<file path="config.mk">
export PLATFORM = sky130hd
export DESIGN_NAME = fxp_accumulate_64
export DESIGN_NICKNAME = d
export VERILOG_FILES = /design/src/rtl/fxp_accumulate_64.sv
export SDC_FILE = /design/constraint.sdc
export NUM_CORES = 1
export LEC_CHECK = 0
export ABC_AREA = 1
export CAP_MARGIN = 10
export CORE_UTILIZATION = 45
export CTS_BUF_LIST = sky130_fd_sc_hd__clkbuf_8
export DETAILED_ROUTE_END_ITERATION = 7
export PLACE_DENSITY = 0.73
export SYNTH_ARGS = -nofsm -noshare
export SYNTH_HDL_FRONTEND = slang
export SYNTH_SLANG_ARGS = --single-unit
</file>
<file path="constraint.sdc">
create_clock -name clk -period 2.81 [get_ports clk]
set_input_delay 0.843 -clock clk [delete_from_list [all_inputs] [get_ports clk]]
set_output_delay 0.843 -clock clk [all_outputs]
set_load 0.01 [all_outputs]
</file>
<file path="src/rtl/fxp_accumulate_64.sv">
// Accumulates a framed stream of signed Q32.32 operands into one sum per frame, with overflow flag and optional clamp.
// Latency: the frame result is presented on the cycle after the last-beat accept.
// Backpressure: a result waiting in HOLD keeps in_ready low until out_ready takes it, leaving one bubble per frame.
module fxp_accumulate_64 #(
   parameter int WIDTH    = 64,
   parameter int FRAC     = 32,
   parameter int CNT_W    = 16,
   parameter bit SATURATE = 1'b1
) (
   input  logic             clk,
   input  logic             rst_n,
   input  logic             in_valid,
   output logic             in_ready,
   input  logic [WIDTH-1:0] in_data,
   input  logic             in_last,
   output logic             out_valid,
   input  logic             out_ready,
   output logic [WIDTH-1:0] out_data,
   output logic             out_overflow,
   output logic [CNT_W-1:0] out_count
);

   localparam int MSB = WIDTH - 1;
   localparam logic [WIDTH-1:0] SAT_MAX = {1'b0, {MSB{1'b1}}};
   localparam logic [WIDTH-1:0] SAT_MIN = {1'b1, {MSB{1'b0}}};
   localparam logic [CNT_W-1:0] CNT_MAX = {CNT_W{1'b1}};

   // FRAC only names the binary point; the arithmetic is plain two's complement.
   if (FRAC < 0 || FRAC >= WIDTH) begin : g_frac_chk
      $error("FRAC must lie in [0, WIDTH)");
   end

   typedef enum logic [1:0] {
      IDLE  = 2'd0,
      ACCUM = 2'd1,
      HOLD  = 2'd2
   } state_t;

   state_t           r_state;
   state_t           w_state_nxt;
   logic [WIDTH-1:0] r_acc;
   logic [WIDTH-1:0] w_acc_nxt;
   logic             r_ovf;
   logic             w_ovf_nxt;
   logic [CNT_W-1:0] r_cnt;
   logic [CNT_W-1:0] w_cnt_nxt;
   logic             r_in_rdy;
   logic             w_in_rdy_nxt;
   logic             r_out_vld;
   logic             w_out_vld_nxt;
   logic [WIDTH-1:0] r_out_dat;
   logic [WIDTH-1:0] w_out_dat_nxt;
   logic             r_out_ovf;
   logic             w_out_ovf_nxt;
   logic [CNT_W-1:0] r_out_cnt;
   logic [CNT_W-1:0] w_out_cnt_nxt;

   logic             w_accept;
   logic [WIDTH-1:0] w_sum;
   logic             w_ov;
   logic [WIDTH-1:0] w_result;
   logic             w_ovf_acc;
   logic [CNT_W-1:0] w_cnt_inc;

   assign in_ready     = r_in_rdy;
   assign out_valid    = r_out_vld;
   assign out_data     = r_out_dat;
   assign out_overflow = r_out_ovf;
   assign out_count    = r_out_cnt;

   // Per-beat arithmetic: full-width add, signed overflow test, optional clamp toward the accumulator's sign.
   always_comb begin
      w_accept  = in_valid & r_in_rdy;
      w_sum     = r_acc + in_data;
      w_ov      = (r_acc[MSB] == in_data[MSB]) & (w_sum[MSB] != r_acc[MSB]);
      w_result  = w_sum;
      if (SATURATE && w_ov) begin
         w_result = r_acc[MSB] ? SAT_MIN : SAT_MAX;
      end
      w_ovf_acc = r_ovf | w_ov;
      w_cnt_inc = (r_cnt == CNT_MAX) ? r_cnt : r_cnt + CNT_W'(1);
   end

   // Next-state and next-register decode; everything holds unless a beat is accepted or a result is taken.
   always_comb begin
      w_state_nxt   = r_state;
      w_acc_nxt     = r_acc;
      w_ovf_nxt     = r_ovf;
      w_cnt_nxt     = r_cnt;
      w_out_vld_nxt = r_out_vld;
      w_out_dat_nxt = r_out_dat;
      w_out_ovf_nxt = r_out_ovf;
      w_out_cnt_nxt = r_out_cnt;
      case (r_state)
         IDLE, ACCUM: begin
            if (w_accept) begin
               if (in_last) begin
                  w_out_dat_nxt = w_result;
                  w_out_ovf_nxt = w_ovf_acc;
                  w_out_cnt_nxt = w_cnt_inc;
                  w_out_vld_nxt = 1'b1;
                  w_acc_nxt     = '0;
                  w_ovf_nxt     = 1'b0;
                  w_cnt_nxt     = '0;
                  w_state_nxt   = HOLD;
               end else begin
                  w_acc_nxt   = w_result;
                  w_ovf_nxt   = w_ovf_acc;
                  w_cnt_nxt   = w_cnt_inc;
                  w_state_nxt = ACCUM;
               end
            end
         end
         HOLD: begin
            if (out_ready) begin
               w_out_vld_nxt = 1'b0;
               w_state_nxt   = IDLE;
            end
         end
         default: begin
            w_state_nxt = IDLE;
         end
      endcase
      // Registered from the next state so out_ready never reaches in_ready combinationally.
      w_in_rdy_nxt = (w_state_nxt != HOLD);
   end

   // State and datapath registers; reset discards any partial sum or pending result.
   always_ff @(posedge clk or negedge rst_n) begin
      if (!rst_n) begin
         r_state   <= IDLE;
         r_acc     <= '0;
         r_ovf     <= 1'b0;
         r_cnt     <= '0;
         r_in_rdy  <= 1'b0;
         r_out_vld <= 1'b0;
         r_out_dat <= '0;
         r_out_ovf <= 1'b0;
         r_out_cnt <= '0;
      end else begin
         r_state   <= w_state_nxt;
         r_acc     <= w_acc_nxt;
         r_ovf     <= w_ovf_nxt;
         r_cnt     <= w_cnt_nxt;
         r_in_rdy  <= w_in_rdy_nxt;
         r_out_vld <= w_out_vld_nxt;
         r_out_dat <= w_out_dat_nxt;
         r_out_ovf <= w_out_ovf_nxt;
         r_out_cnt <= w_out_cnt_nxt;
      end
   end

endmodule

</file>
# Word-level counts from Yosys, hierarchy flattened
# Cells that the tools add are included.
word_totals:
  memories: 0
  regBits: 166
  output_inout_bits: 83
  input_bits: 69
  mem_bits_rw: 0
  mem_bits_ro: 0
  elab_cells: 43
  latchBits: 0
classes:
  n_mul: 0
  bitwise_logic: 3
  n_mux: 14
  magnitude_cmp: 0
  eq_ne: 9
  add_sub_neg: 2
  reduce_logical: 6
  div: 0
  shifts: 0
ops:
  columns: ["op", "count"]
  rows:
  - ["$mux W64", 3]
  - ["$add A64 B64 Y64", 1]
  - ["$mux W16", 2]
  - ["$add A16 B1 Y16 const B", 1]
  - ["$eq A16 B16 Y1 const B", 1]
  - ["$ne A2 B2 Y1 const B", 4]
  - ["$mux W2", 3]
  - ["$mux W1", 4]
  - ["$pmux W2 S2", 1]
  - ["$reduce_and A4 Y1", 1]
  - ["$reduce_and A3 Y1", 1]
  - ["$and A1 B1 Y1", 2]
  - ["$eq A2 B1 Y1 const B", 1]
  - ["$eq A2 B2 Y1 const B", 1]
  - ["$logic_not A2 Y1", 1]
  - ["$pmux W1 S2", 1]
  - ["$reduce_and A2 Y1", 1]
  - ["$reduce_bool A2 Y1", 1]
  - ["$reduce_or A2 Y1", 1]
  - ["$eq A1 B1 Y1", 1]
  - ["$ne A1 B1 Y1", 1]
  - ["$or A1 B1 Y1", 1]

# Depth between registers and ports, before layout
# Gate-level depths: netlist (run 1).
logic_depth:
  word_depth: 5
  ltp_mapped: 18
  mapped_depth_nobuf: 18

# Worst setup path before layout (run 1)
# OpenSTA, ideal clock, no wires.
synth_timing:
  path_type: "input -> register"
  start: "input port in_data[41]"
  end: "register r_acc[56]"
  n_path_buf: 2
  required_ps: 2693
  arrival_time_ps: 2509
  setup_ps: 117
  path_slack_ps: 184
  path_stages: 16
  path_cell_list: "ha_1 > nand2_1 > inv_2 > nand2_1 > nand2_1 > nand2_1 > nand2_1 > o21bai_2 > a21oi_2 > nand3b_4 > buf_12 > buf_8 > nand2_2 > nand2_2 > nand2_1 > nand2_1"
synth_via:
  elab_chain_len: 5
synth_lines:
  columns: ["item", "line_no", "source"]
  rows:
  - ["start: declaration", "14", "input logic [WIDTH-1:0] in_data,"]
  - ["$add A64 B64 Y64 (*)", "74", "w_sum = r_acc + in_data;"]
  - ["$ne A1 B1 Y1", "75", "w_ov = (r_acc[MSB] == in_data[MSB]) & (w_sum[MSB] != r_acc[MSB]);"]
  - ["$and A1 B1 Y1", "75", null]
  - ["$mux W64 (*)", "77", "if (SATURATE && w_ov) begin"]
  - ["$mux W64 (*)", "97", "if (in_last) begin"]
  - ["end signal: assignment", "142", "r_acc <= w_acc_nxt;"]
  - ["end: declaration", "41", "logic [WIDTH-1:0] r_acc;"]
# Every way passes the cells marked *; elsewhere a longest branch is shown, timed or not.
# A chain may end at the register's enable or synchronous reset.

# Worst setup path in the final report (run 1)
layout_timing:
  start: "input port in_data[2]"
  end: "register r_acc[31]"
# The elaborated chain is that of the path after synthesis.

==> results of run 1 <==
==> per-layer routing <==
metal / GRT usage [%] / up-vias / part of all wire, %
li1: - / 7169 / -
met4: 9.66 / 0 / 2.4
met3: 5.26 / 63 / 4.7
met2: 53.2 / 358 / 49
met5: 0 / - / 0
met1: 37.1 / 6512 / 43
==> power by group <==
part / total, mW / leakage, nW / internal (mW) / switching, mW
logic: 11.4 / 8.06 / 5.04 / 6.38
clock network: 1.88 / 0.206 / 0.814 / 1.06
registers: 3.84 / 2.15 / 3.25 / 0.591
total: 17.1 / 10.4 / 9.10 / 8.04
==> final cells by class <==
class	instances	area, um^2
Tap cell	378	473
Inverter	358	1340
Clock inverter	14	165
Clock buffer	17	234
Multi-Input combinational cell	1598	7970
Sequential cell	166	4150
Fill cell	2641	10400
Timing Repair Buffer	369	3400
==> per-stage QoR <==
| step | instances | util, % | hold WS [ns] | total power, mW |
|---|---|---|---|---|
| detailed placement | 2864 | 58.7 | 0.463 | 14.4 |
| CTS | 2895 | 60.2 | 0.235 | 16.4 |
| finish | 2900 | 63.0 | 0.240 | 17.1 |
| global placement | 2864 | 58.7 | 0.457 | 14.3 |
| floorplan | 2168 | - | 0.440 | 9.86 |
| global route | 2900 | 63.0 | 0.261 | 18.5 |
==> synth_stat cells, drive strengths merged, types with 20 or more instances <==
library cell	number	share of area, %
nand2	1161	34
inv	357	10
dfrtp	166	32
nor2	123	3.9
nand3	77	3.0
ha	64	6.1
a21oi	49	1.9
o21ai	31	1.2
xnor2	27	1.8
clkbuf	26	0.75
buf	20	1.1
nor3	20	0.97
==> repair_timing <==
item / CTS / global route
cloned: 0 / 5
resized for setup: 2 / 132
pin swaps: 0 / 3
buffers inserted: 0 / 0
setup endpoints to repair: 125 / 128
==> logic make-up (layout without fill, tap and decap cells) <==
kind of cell             count (synthesis)  count (layout)  synth area share [%]
AND/OR/NAND/NOR                       1402            1402                  43.3
buffers and inverters                  404             758                  12.1
flip-flops                             166             166                  31.9
AO/OA/AOI/OAI                           96              96                  4.03
adder cells (fa/ha/maj)                 65              65                  6.30
XOR/XNOR                                35              35                  2.35
==> critical path: stages <==
cell                              delay, ns
sky130_fd_sc_hd__clkdlybuf4s50_1       0.41
sky130_fd_sc_hd__ha_1                  0.38
sky130_fd_sc_hd__nand2_1               0.16
sky130_fd_sc_hd__nand3_4               0.14
sky130_fd_sc_hd__nand2_2               0.08
sky130_fd_sc_hd__nand2_2               0.08
sky130_fd_sc_hd__nand2_2               0.07
sky130_fd_sc_hd__nand2_2               0.06
sky130_fd_sc_hd__nand2_2               0.09
sky130_fd_sc_hd__nand2_4               0.07
sky130_fd_sc_hd__nand2_4               0.08
sky130_fd_sc_hd__nand2_2               0.10
sky130_fd_sc_hd__nand2_8               0.17
sky130_fd_sc_hd__clkbuf_16             0.19
sky130_fd_sc_hd__nand2_1               0.08
sky130_fd_sc_hd__nand2_1               0.06
sky130_fd_sc_hd__nand2_1               0.06
==> state kept, by name, indices dropped and copies added (netlist names) <==
signal	count
r_acc	64
out_overflow	1
in_ready	1
out_count	16
out_data	64
out_valid	1
r_cnt	16
r_ovf	1
r_state	2
==> worst max-delay path by stage <==
stage,end,slack (ns)
global route,r_acc[9],-0.04
global placement,out_data[36],-0.58
CTS,r_acc[30],0.01
finish,r_acc[31],0.08
floorplan,r_acc[56],0.18
detailed placement,out_data[43],-0.63
==> impl_summary.txt, run 1 <==
----------------------------------------------------
[Pwr]
  Leakage ... 10.4 nW
  Ratio of total power to cell area ... 966 mW/mm^2
  Worst IR Drop VDD ... 0.551 mV

[Cells and area]
  Share of cells above drive strength 1 ... 16.9%
  Post-route cell area ... 0.0177 mm^2
  Antenna Cells ... 0
  Post-layout nets ... 2644
  Area growth syn-to-layout ... 36.2%
  Most common cell after layout, fill and taps aside ... sky130_fd_sc_hd__nand2_1
  Top library cells by usage in the layout, fill and taps aside ... sky130_fd_sc_hd__nand2_1, sky130_fd_sc_hd__inv_1, sky130_fd_sc_hd__buf_4

[Drt]
  Total via count after detailed routing ... 14102
  Initial DRC Count ... 843
  First-pass DRT Iterations ... 7
  Total DRC errors in the routed layout ... 0
  Post-DRT Antenna Nets ... 0
  DR vias/cell ... 4.86
  Average routed wire per standard cell ... 15.4 um
  Total wirelength of the detailed-routed design ... 44800 um

[Clocking]
  Number of clock sinks ... 166
  # H-tree levels ... 4
  Later-pin clock latency in the skew report ... 0.53 ns
  Clock tree from TritonCTS ... yes
  TritonCTS buffer count ... 17
  Root buffer cell ... sky130_fd_sc_hd__clkbuf_8
  Clock-pin slew on the worst setup and hold paths ... 0.11 ns
  Hold Buf Count CTS ... 0
  Maximum buffer depth of the clock tree ... 2

[Floorplanning]
  Starting density of the core ... 46.2%
  Chip Height ... 172 um
  Die area ... 0.0296 mm^2
  Horizontal extent of the die ... 172 um
  Placeable Area ... 0.0282 mm^2
  Std-Cell Rows ... 61
  I/O Pins ... 152

[Critical path]
  R2R Setup Slk ... 0.44 ns
  Type of element capturing the critical path ... flop
  End of the worst register-to-register path ... r_acc[31]
  Worst R2R Path Depth ... 16
  Crit path DAT ... 3.14 ns
  Worst Path Max Fanout ... 10
  Critical Path Start ... in_data[2]
  Critical path class ... input pin to flop
  Required time of the worst setup path ... 3.22 ns
  Reg2reg start ... r_acc[3]
  CP startpoint kind ... input pin

[Global route]
  Pin count of the biggest net entering global routing ... 70
  Number of global-route vias before repair ... 13380
  Initial antenna violation count ... 0
  Wire length of the first global-routing pass ... 67900 um
  Leftover overflow at the end of global routing ... 0
  All-layer global routing usage ... 30.2%

[Logic synthesis]
  Post-synthesis net count ... 2302
  Most frequently used flop master after synthesis ... sky130_fd_sc_hd__dfrtp_1
  Synth warn ... 0
  Count of state elements after synthesis ... 166
  Proportion of register bits with asynchronous set or reset after synthesis ... 100%
  Count of unique library cells instantiated by Yosys ... 42
  Number of synthesized flops with an enable pin ... 0
  Cells after synthesis ... 2168
  Sequential-to-total area share from yosys stat ... 31.9%
  Mean instance size in the synthesized netlist ... 6.01 um^2
  Syn Std Cell Area ... 0.0130 mm^2

[Outcome]
  Run status ... finished, final reports clean

[STA]
  Share of the clock period used by the worst path ... 97.3%
  Headroom to the max-slew limit ... 66.6%
  Actual slew at the worst max-slew pin ... 0.500 ns
  Count of final setup violators ... 0
  Worst Slack Setup Final ... 0.0764 ns
  Largest clock skew in the final design ... 0.0180 ns
  Fin crit period ... 2.73 ns
  Final setup TNS ... 0 ns
  Max Transition Viols Final ... 0
  Setup repair after global routing missed its margin ... true
  F_max ... 366 MHz
  Final Hold Fails ... 0

[Place]
  DP Worst Slack ... -0.627 ns
  Number of port buffers ... 151
  Instance area at placement ... 0.0165 mm^2
  Routability Congestion ... 0.992
  Placed wire-length estimate after detailed placement ... 34600 um

[Worst hold path]
  Min-delay worst type ... input pin to asynchronous set/reset pin

[Run]
  Max-cap violations ... 0

----------------------------------------------------
(Power assumes the default switching activity.)
==> run 2, diff against run 1 <==
Settings changed: CAP_MARGIN 10 to default, CORE_ASPECT_RATIO from default to 0.6.
==> impl_summary.txt, run 2 (synthesis results as in run 1) <==
----------------------------------------------------
[Cells and area]
  Post-layout nets ... 2681
  Area growth syn-to-layout ... 43.5%
  Top library cells by usage in the layout, fill and taps aside ... sky130_fd_sc_hd__nand2_1, sky130_fd_sc_hd__inv_1, sky130_fd_sc_hd__buf_4
  Share of cells above drive strength 1 ... 23.1%
  Most common cell after layout, fill and taps aside ... sky130_fd_sc_hd__nand2_1
  Antenna Cells ... 0
  Fill cells ... 2455
  Post-route cell area ... 0.0187 mm^2

[Place]
  Placed wire-length estimate after detailed placement ... 38500 um
  Routability Congestion ... 1.06
  DP Worst Slack ... -0.696 ns
  Instance area at placement ... 0.0168 mm^2
  Number of port buffers ... 151

[Drt]
  Total via count after detailed routing ... 15042
  Initial DRC Count ... 1867
  DR vias/cell ... 5.14
  Average routed wire per standard cell ... 17.2 um
  Total DRC errors in the routed layout ... 0
  First-pass DRT Iterations ... 8
  Total wirelength of the detailed-routed design ... 50400 um
  Post-DRT Antenna Nets ... 0

[Global route]
  Number of global-route vias before repair ... 13399
  All-layer global routing usage ... 32.6%
  Pin count of the biggest net entering global routing ... 63
  Wire length of the first global-routing pass ... 74200 um
  Initial antenna violation count ... 0
  Leftover overflow at the end of global routing ... 0

[Critical path]
  Type of element capturing the critical path ... flop
  Largest incremental delay on the critical path ... 0.41 ns
  Required time of the worst setup path ... 3.21 ns
  CP startpoint kind ... input pin
  Crit path DAT ... 3.18 ns
  Worst Path Max Fanout ... 9
  Library cell contributing the largest single delay on the critical path ... sky130_fd_sc_hd__clkdlybuf4s50_1
  CP cell instances ... clkdlybuf4s50_1 > ha_1 > a21oi_2 > o21ai_2 > a21oi_2 > buf_4 > nand2_1 > a21oi_4 > nand2_4 > nand2_8 > clkbuf_16 > nand2_2 > nand2_1 > nand2_1
  Critical path class ... input pin to flop
  Cell occurring most often along the worst timing path ... sky130_fd_sc_hd__nand2_1

[STA]
  Final Hold Fails ... 0
  Max Transition Viols Final ... 0
  Worst hold slack after final layout ... 0.330 ns
  Setup repair after global routing missed its margin ... true
  Share of the clock period used by the worst path ... 98.9%
  Fin crit period ... 2.78 ns
  Count of final setup violators ... 0
  Actual slew at the worst max-slew pin ... 0.673 ns
  Headroom to the max-slew limit ... 55.1%
  Worst Slack Setup Final ... 0.0299 ns
  F_max ... 360 MHz
  Largest clock skew in the final design ... 0.0280 ns
  Final setup TNS ... 0 ns

[Clocking]
  Clock-pin slew on the worst setup and hold paths ... 0.13 ns
  TritonCTS buffer count ... 17
  Maximum buffer depth of the clock tree ... 2
  Root buffer cell ... sky130_fd_sc_hd__clkbuf_8
  Number of clock sinks ... 166
  # H-tree levels ... 4
  Later-pin clock latency in the skew report ... 0.53 ns
  Clock tree from TritonCTS ... yes

[Floorplanning]
  I/O Pins ... 152
  Horizontal extent of the die ... 222 um
  Die area ... 0.0296 mm^2
  Starting density of the core ... 46.5%
  Std-Cell Rows ... 47
  Placeable Area ... 0.0280 mm^2
  Chip Height ... 134 um

[Run]
  Max-cap violations ... 0

[Pwr]
  Worst IR Drop VDD ... 0.512 mV
  Int Pwr ... 9.70 mW
  Leakage ... 10.7 nW
  Fraction of power consumed by sequential logic ... 20.9%
  P_sw ... 9.40 mW
  Fraction of power consumed by combinational cells ... 69.5%
  Portion of total power attributed to the clock network ... 9.6%
  Design Power ... 19.1 mW
  Ratio of total power to cell area ... 1020 mW/mm^2
  Sw Ratio ... 49.2%

[Worst hold path]
  Min-delay worst type ... input pin to asynchronous set/reset pin

[Outcome]
  Run status ... finished, final reports clean

----------------------------------------------------
run 2: changes by cell type in the layout (fill, tap and decap cells not counted), moves of 6 or more:
cell	previous run	this run
sky130_fd_sc_hd__nor2_1	90	75
sky130_fd_sc_hd__nand2_4	4	10
sky130_fd_sc_hd__ha_2	3	10
sky130_fd_sc_hd__nor2_2	19	31
sky130_fd_sc_hd__ha_1	40	13
sky130_fd_sc_hd__ha_4	21	41
sky130_fd_sc_hd__nand2_2	62	115
sky130_fd_sc_hd__a21oi_2	10	19
sky130_fd_sc_hd__nand2_1	1094	1035
sky130_fd_sc_hd__a21oi_1	37	24
sky130_fd_sc_hd__clkdlybuf4s50_1	145	130
sky130_fd_sc_hd__dlymetal6s2s_1	5	20
sky130_fd_sc_hd__buf_4	200	232
run 2: final cells by class:
cell class                 count  area [um^2]  share of cell area (%)
sequential                   166         4150                    22.2
inverter                     358         1340                    7.19
clock inverter                15          163                   0.870
tap                          367          459                    2.46
clock buffer                  17          234                    1.25
timing repair buffer         406         3740                    20.0
multi-input combinational   1598         8600                    46.0
run 2: per-stage QoR:
step	cells	utilization, %
3_5_place_dp	2881	59.9
2_1_floorplan	2168	-
3_3_place_gp	2881	59.9
5_1_grt	2927	66.8
6_report	2927	66.8
4_1_cts	2913	61.5
run 2: layer usage:
layer,up-vias,track usage (%),share of wire (%)
met5,-,0,0
met4,0,6.21,0.81
met3,32,8.65,13
met2,759,41.6,38
met1,7014,53.0,49
li1,7237,-,-
run 2: final timing paths:
kind                                endpoint  cells after the start  slack, ns          from
max in group asynchronous           r_cnt[5]                      2       1.83         rst_n
min in group clk                out_data[43]                      2       0.49  out_data[43]
worst min register to register  out_data[43]                      2       0.49  out_data[43]
worst min-delay path                r_acc[4]                      1       0.33         rst_n
worst max register to register  out_data[35]                     16       0.29     r_acc[18]
worst max-delay path            out_data[35]                     14       0.03   in_data[56]
run 2: what timing repair did:
action / in CTS / in global routing
hold endpoints to repair: 0 / 0
endpoints found under the setup margin: 76 / 130
buffers inserted: 0 / 8
pin swaps: 0 / 27
resized for setup: 10 / 294
gates cloned: 0 / 6
hold buffers: 0 / 0
run 2: power groups by stage:
stage          Combinational, mW  Clock (mW)  Sequential [mW]
3_3_place_gp                11.2           0             3.86
6_report                    13.3        1.83             3.99
4_1_cts                     11.4        1.86             3.85
2_1_floorplan               5.94           0             3.92
3_5_place_dp                11.3           0             3.86
5_1_grt                     14.3        1.92             4.08
run 2: worst max-delay path, delay by kind of cell:
kind,cells,cell delay (ns)
and+or+nand+nor,6,0.59
adders and majority gates,1,0.33
buffers and inverters,3,0.75
AOI/OAI and AO/OA,4,0.65
==> run 3, diff against run 2 <==
Settings changed: SETUP_SLACK_MARGIN from default to 0.4.
==> impl_summary.txt, run 3 (synthesis results as in run 1) <==
----------------------------------------------------
[Outcome]
  Run status ... finished, final reports clean

[Global route]
  Initial antenna violation count ... 0
  Pin count of the biggest net entering global routing ... 62
  All-layer global routing usage ... 35.4%
  Number of global-route vias before repair ... 14349
  Leftover overflow at the end of global routing ... 0
  Wire length of the first global-routing pass ... 79800 um

[Pwr]
  Worst IR Drop VDD ... 0.547 mV
  Leakage ... 11.4 nW
  Ratio of total power to cell area ... 1060 mW/mm^2

[Cells and area]
  Area growth syn-to-layout ... 58.4%
  Antenna Cells ... 0
  Share of cells above drive strength 1 ... 35.6%
  Top library cells by usage in the layout, fill and taps aside ... sky130_fd_sc_hd__nand2_1, sky130_fd_sc_hd__inv_1, sky130_fd_sc_hd__buf_4
  Count of non-filler cells in the finished layout ... 2996
  Post-layout nets ... 2750
  Most common cell after layout, fill and taps aside ... sky130_fd_sc_hd__nand2_1

[STA]
  Headroom to the max-slew limit ... 62.5%
  Actual slew at the worst max-slew pin ... 0.562 ns
  Share of the clock period used by the worst path ... 89.5%
  Worst hold slack after final layout ... 0.191 ns
  Fin crit period ... 2.52 ns
  Final Hold Fails ... 0
  Final setup TNS ... 0 ns
  Largest clock skew in the final design ... 0.0245 ns
  Count of final setup violators ... 0
  Setup repair after global routing missed its margin ... true
  Max Transition Viols Final ... 0
  F_max ... 398 MHz

[Clocking]
  Hold Buf Count CTS ... 0
  # H-tree levels ... 4
  Number of clock sinks ... 166
  Root buffer cell ... sky130_fd_sc_hd__clkbuf_8
  Later-pin clock latency in the skew report ... 0.54 ns
  Clock-pin slew on the worst setup and hold paths ... 0.10 ns
  Clock tree from TritonCTS ... yes
  TritonCTS buffer count ... 17
  Maximum buffer depth of the clock tree ... 2

[Critical path]
  Reg2reg start ... r_acc[16]
  Worst R2R Path Depth ... 18
  Critical path class ... input pin to flop
  Critical Path Start ... in_data[14]
  CP cell instances ... clkdlybuf4s15_2 > ha_4 > nand2_4 > inv_1 > nand2_1 > nand2_4 > a21oi_4 > nand2_4 > nand2_4 > nand2_4 > nand2_4 > nand3b_4 > buf_12 > buf_12 > buf_16 > nand2_2 > nand2_2 > nand2_1 > nand2_1
  CP startpoint kind ... input pin
  Required time of the worst setup path ... 3.22 ns
  Largest incremental delay on the critical path ... 0.27 ns
  Cell occurring most often along the worst timing path ... sky130_fd_sc_hd__nand2_4
  End of the worst register-to-register path ... r_acc[61]
  Type of element capturing the critical path ... flop
  Library cell contributing the largest single delay on the critical path ... sky130_fd_sc_hd__ha_4
  Crit path DAT ... 2.93 ns
  Worst Path Max Fanout ... 8
  R2R Setup Slk ... 0.30 ns

[Floorplanning]
  Die area ... 0.0296 mm^2
  Placeable Area ... 0.0280 mm^2
  Std-Cell Rows ... 47
  Chip Height ... 134 um
  Horizontal extent of the die ... 222 um
  Starting density of the core ... 46.5%
  I/O Pins ... 152

[Place]
  Routability Congestion ... 0.998
  Placed wire-length estimate after detailed placement ... 38500 um
  Instance count after placement with tap cells included ... 2857
  Number of port buffers ... 151

[Run]
  Max-cap violations ... 0

[Drt]
  First-pass DRT Iterations ... 6
  Uppermost routed layer ... met4
  Total wirelength of the detailed-routed design ... 54600 um
  Wire length on met2 ... 22400 um
  Routed wire length on met3 ... 5870 um
  Average routed wire per standard cell ... 18.2 um
  Total via count after detailed routing ... 15498
  Total DRC errors in the routed layout ... 0
  Initial DRC Count ... 1536
  Post-DRT Antenna Nets ... 0
  DR vias/cell ... 5.17
  Post-route met1 wirelength ... 25600 um

[Worst hold path]
  Min-delay worst type ... input pin to asynchronous set/reset pin

----------------------------------------------------
run 3: worst max-delay path by stage:
stage / end / slack, ns / cells past startpoint
final: r_acc[61] / 0.29 / 19
after global routing: out_data[61] / 0.24 / 18
after CTS: out_data[34] / 0.40 / 16
after detailed placement: r_acc[22] / -0.62 / 13
after global placement: r_acc[13] / -0.57 / 13
after floorplan: r_acc[60] / 0.31 / 18
run 3: worst max-delay path: cells and delay by family:
| family | cells | cell delay, ns |
|---|---|---|
| simple gates | 12 | 0.97 |
| compound gates | 1 | 0.14 |
| fa+ha+maj | 1 | 0.27 |
| buf+inv | 5 | 0.69 |
run 3: layer usage:
layer  up-vias  global-route usage (%)
met5         -                       0
met1      7305                    53.7
met2       740                    48.4
met3        68                    11.2
li1       7385                       -
met4         0                    7.06
run 3: through the flow:
stage                     total power, mW  util (%)  area, um^2  setup WS [ns]
final                                21.9      73.7       20600          0.294
after floorplan                      10.8         -       14000          0.306
after global routing                 23.2      73.7       20600          0.244
after detailed placement             15.7      62.6       17500         -0.618
after CTS                            19.3      69.2       19400          0.398
after global placement               15.5      62.6       17500         -0.569
run 3: what timing repair did:
action                                  CTS  global route
resized for setup                       322           390
cloned                                    9             1
pin swaps                               118           189
setup buffers                            72            25
endpoints found under the setup margin  130           129
run 3: where the power goes:
part           internal (mW)  total [mW]  switching, mW
combinational           7.20        16.0           8.82
sequential              3.25        3.97          0.722
clock                  0.703        1.89           1.19
run 3: final cells by class:
| cell class | count | area [um^2] |
|---|---|---|
| Clock buffer | 17 | 234 |
| Clock inverter | 15 | 196 |
| Fill cell | 2192 | 7360 |
| Inverter | 358 | 1350 |
| Multi-Input combinational cell | 1598 | 9990 |
| Sequential cell | 166 | 4150 |
| Tap cell | 367 | 459 |
| Timing Repair Buffer | 475 | 4250 |
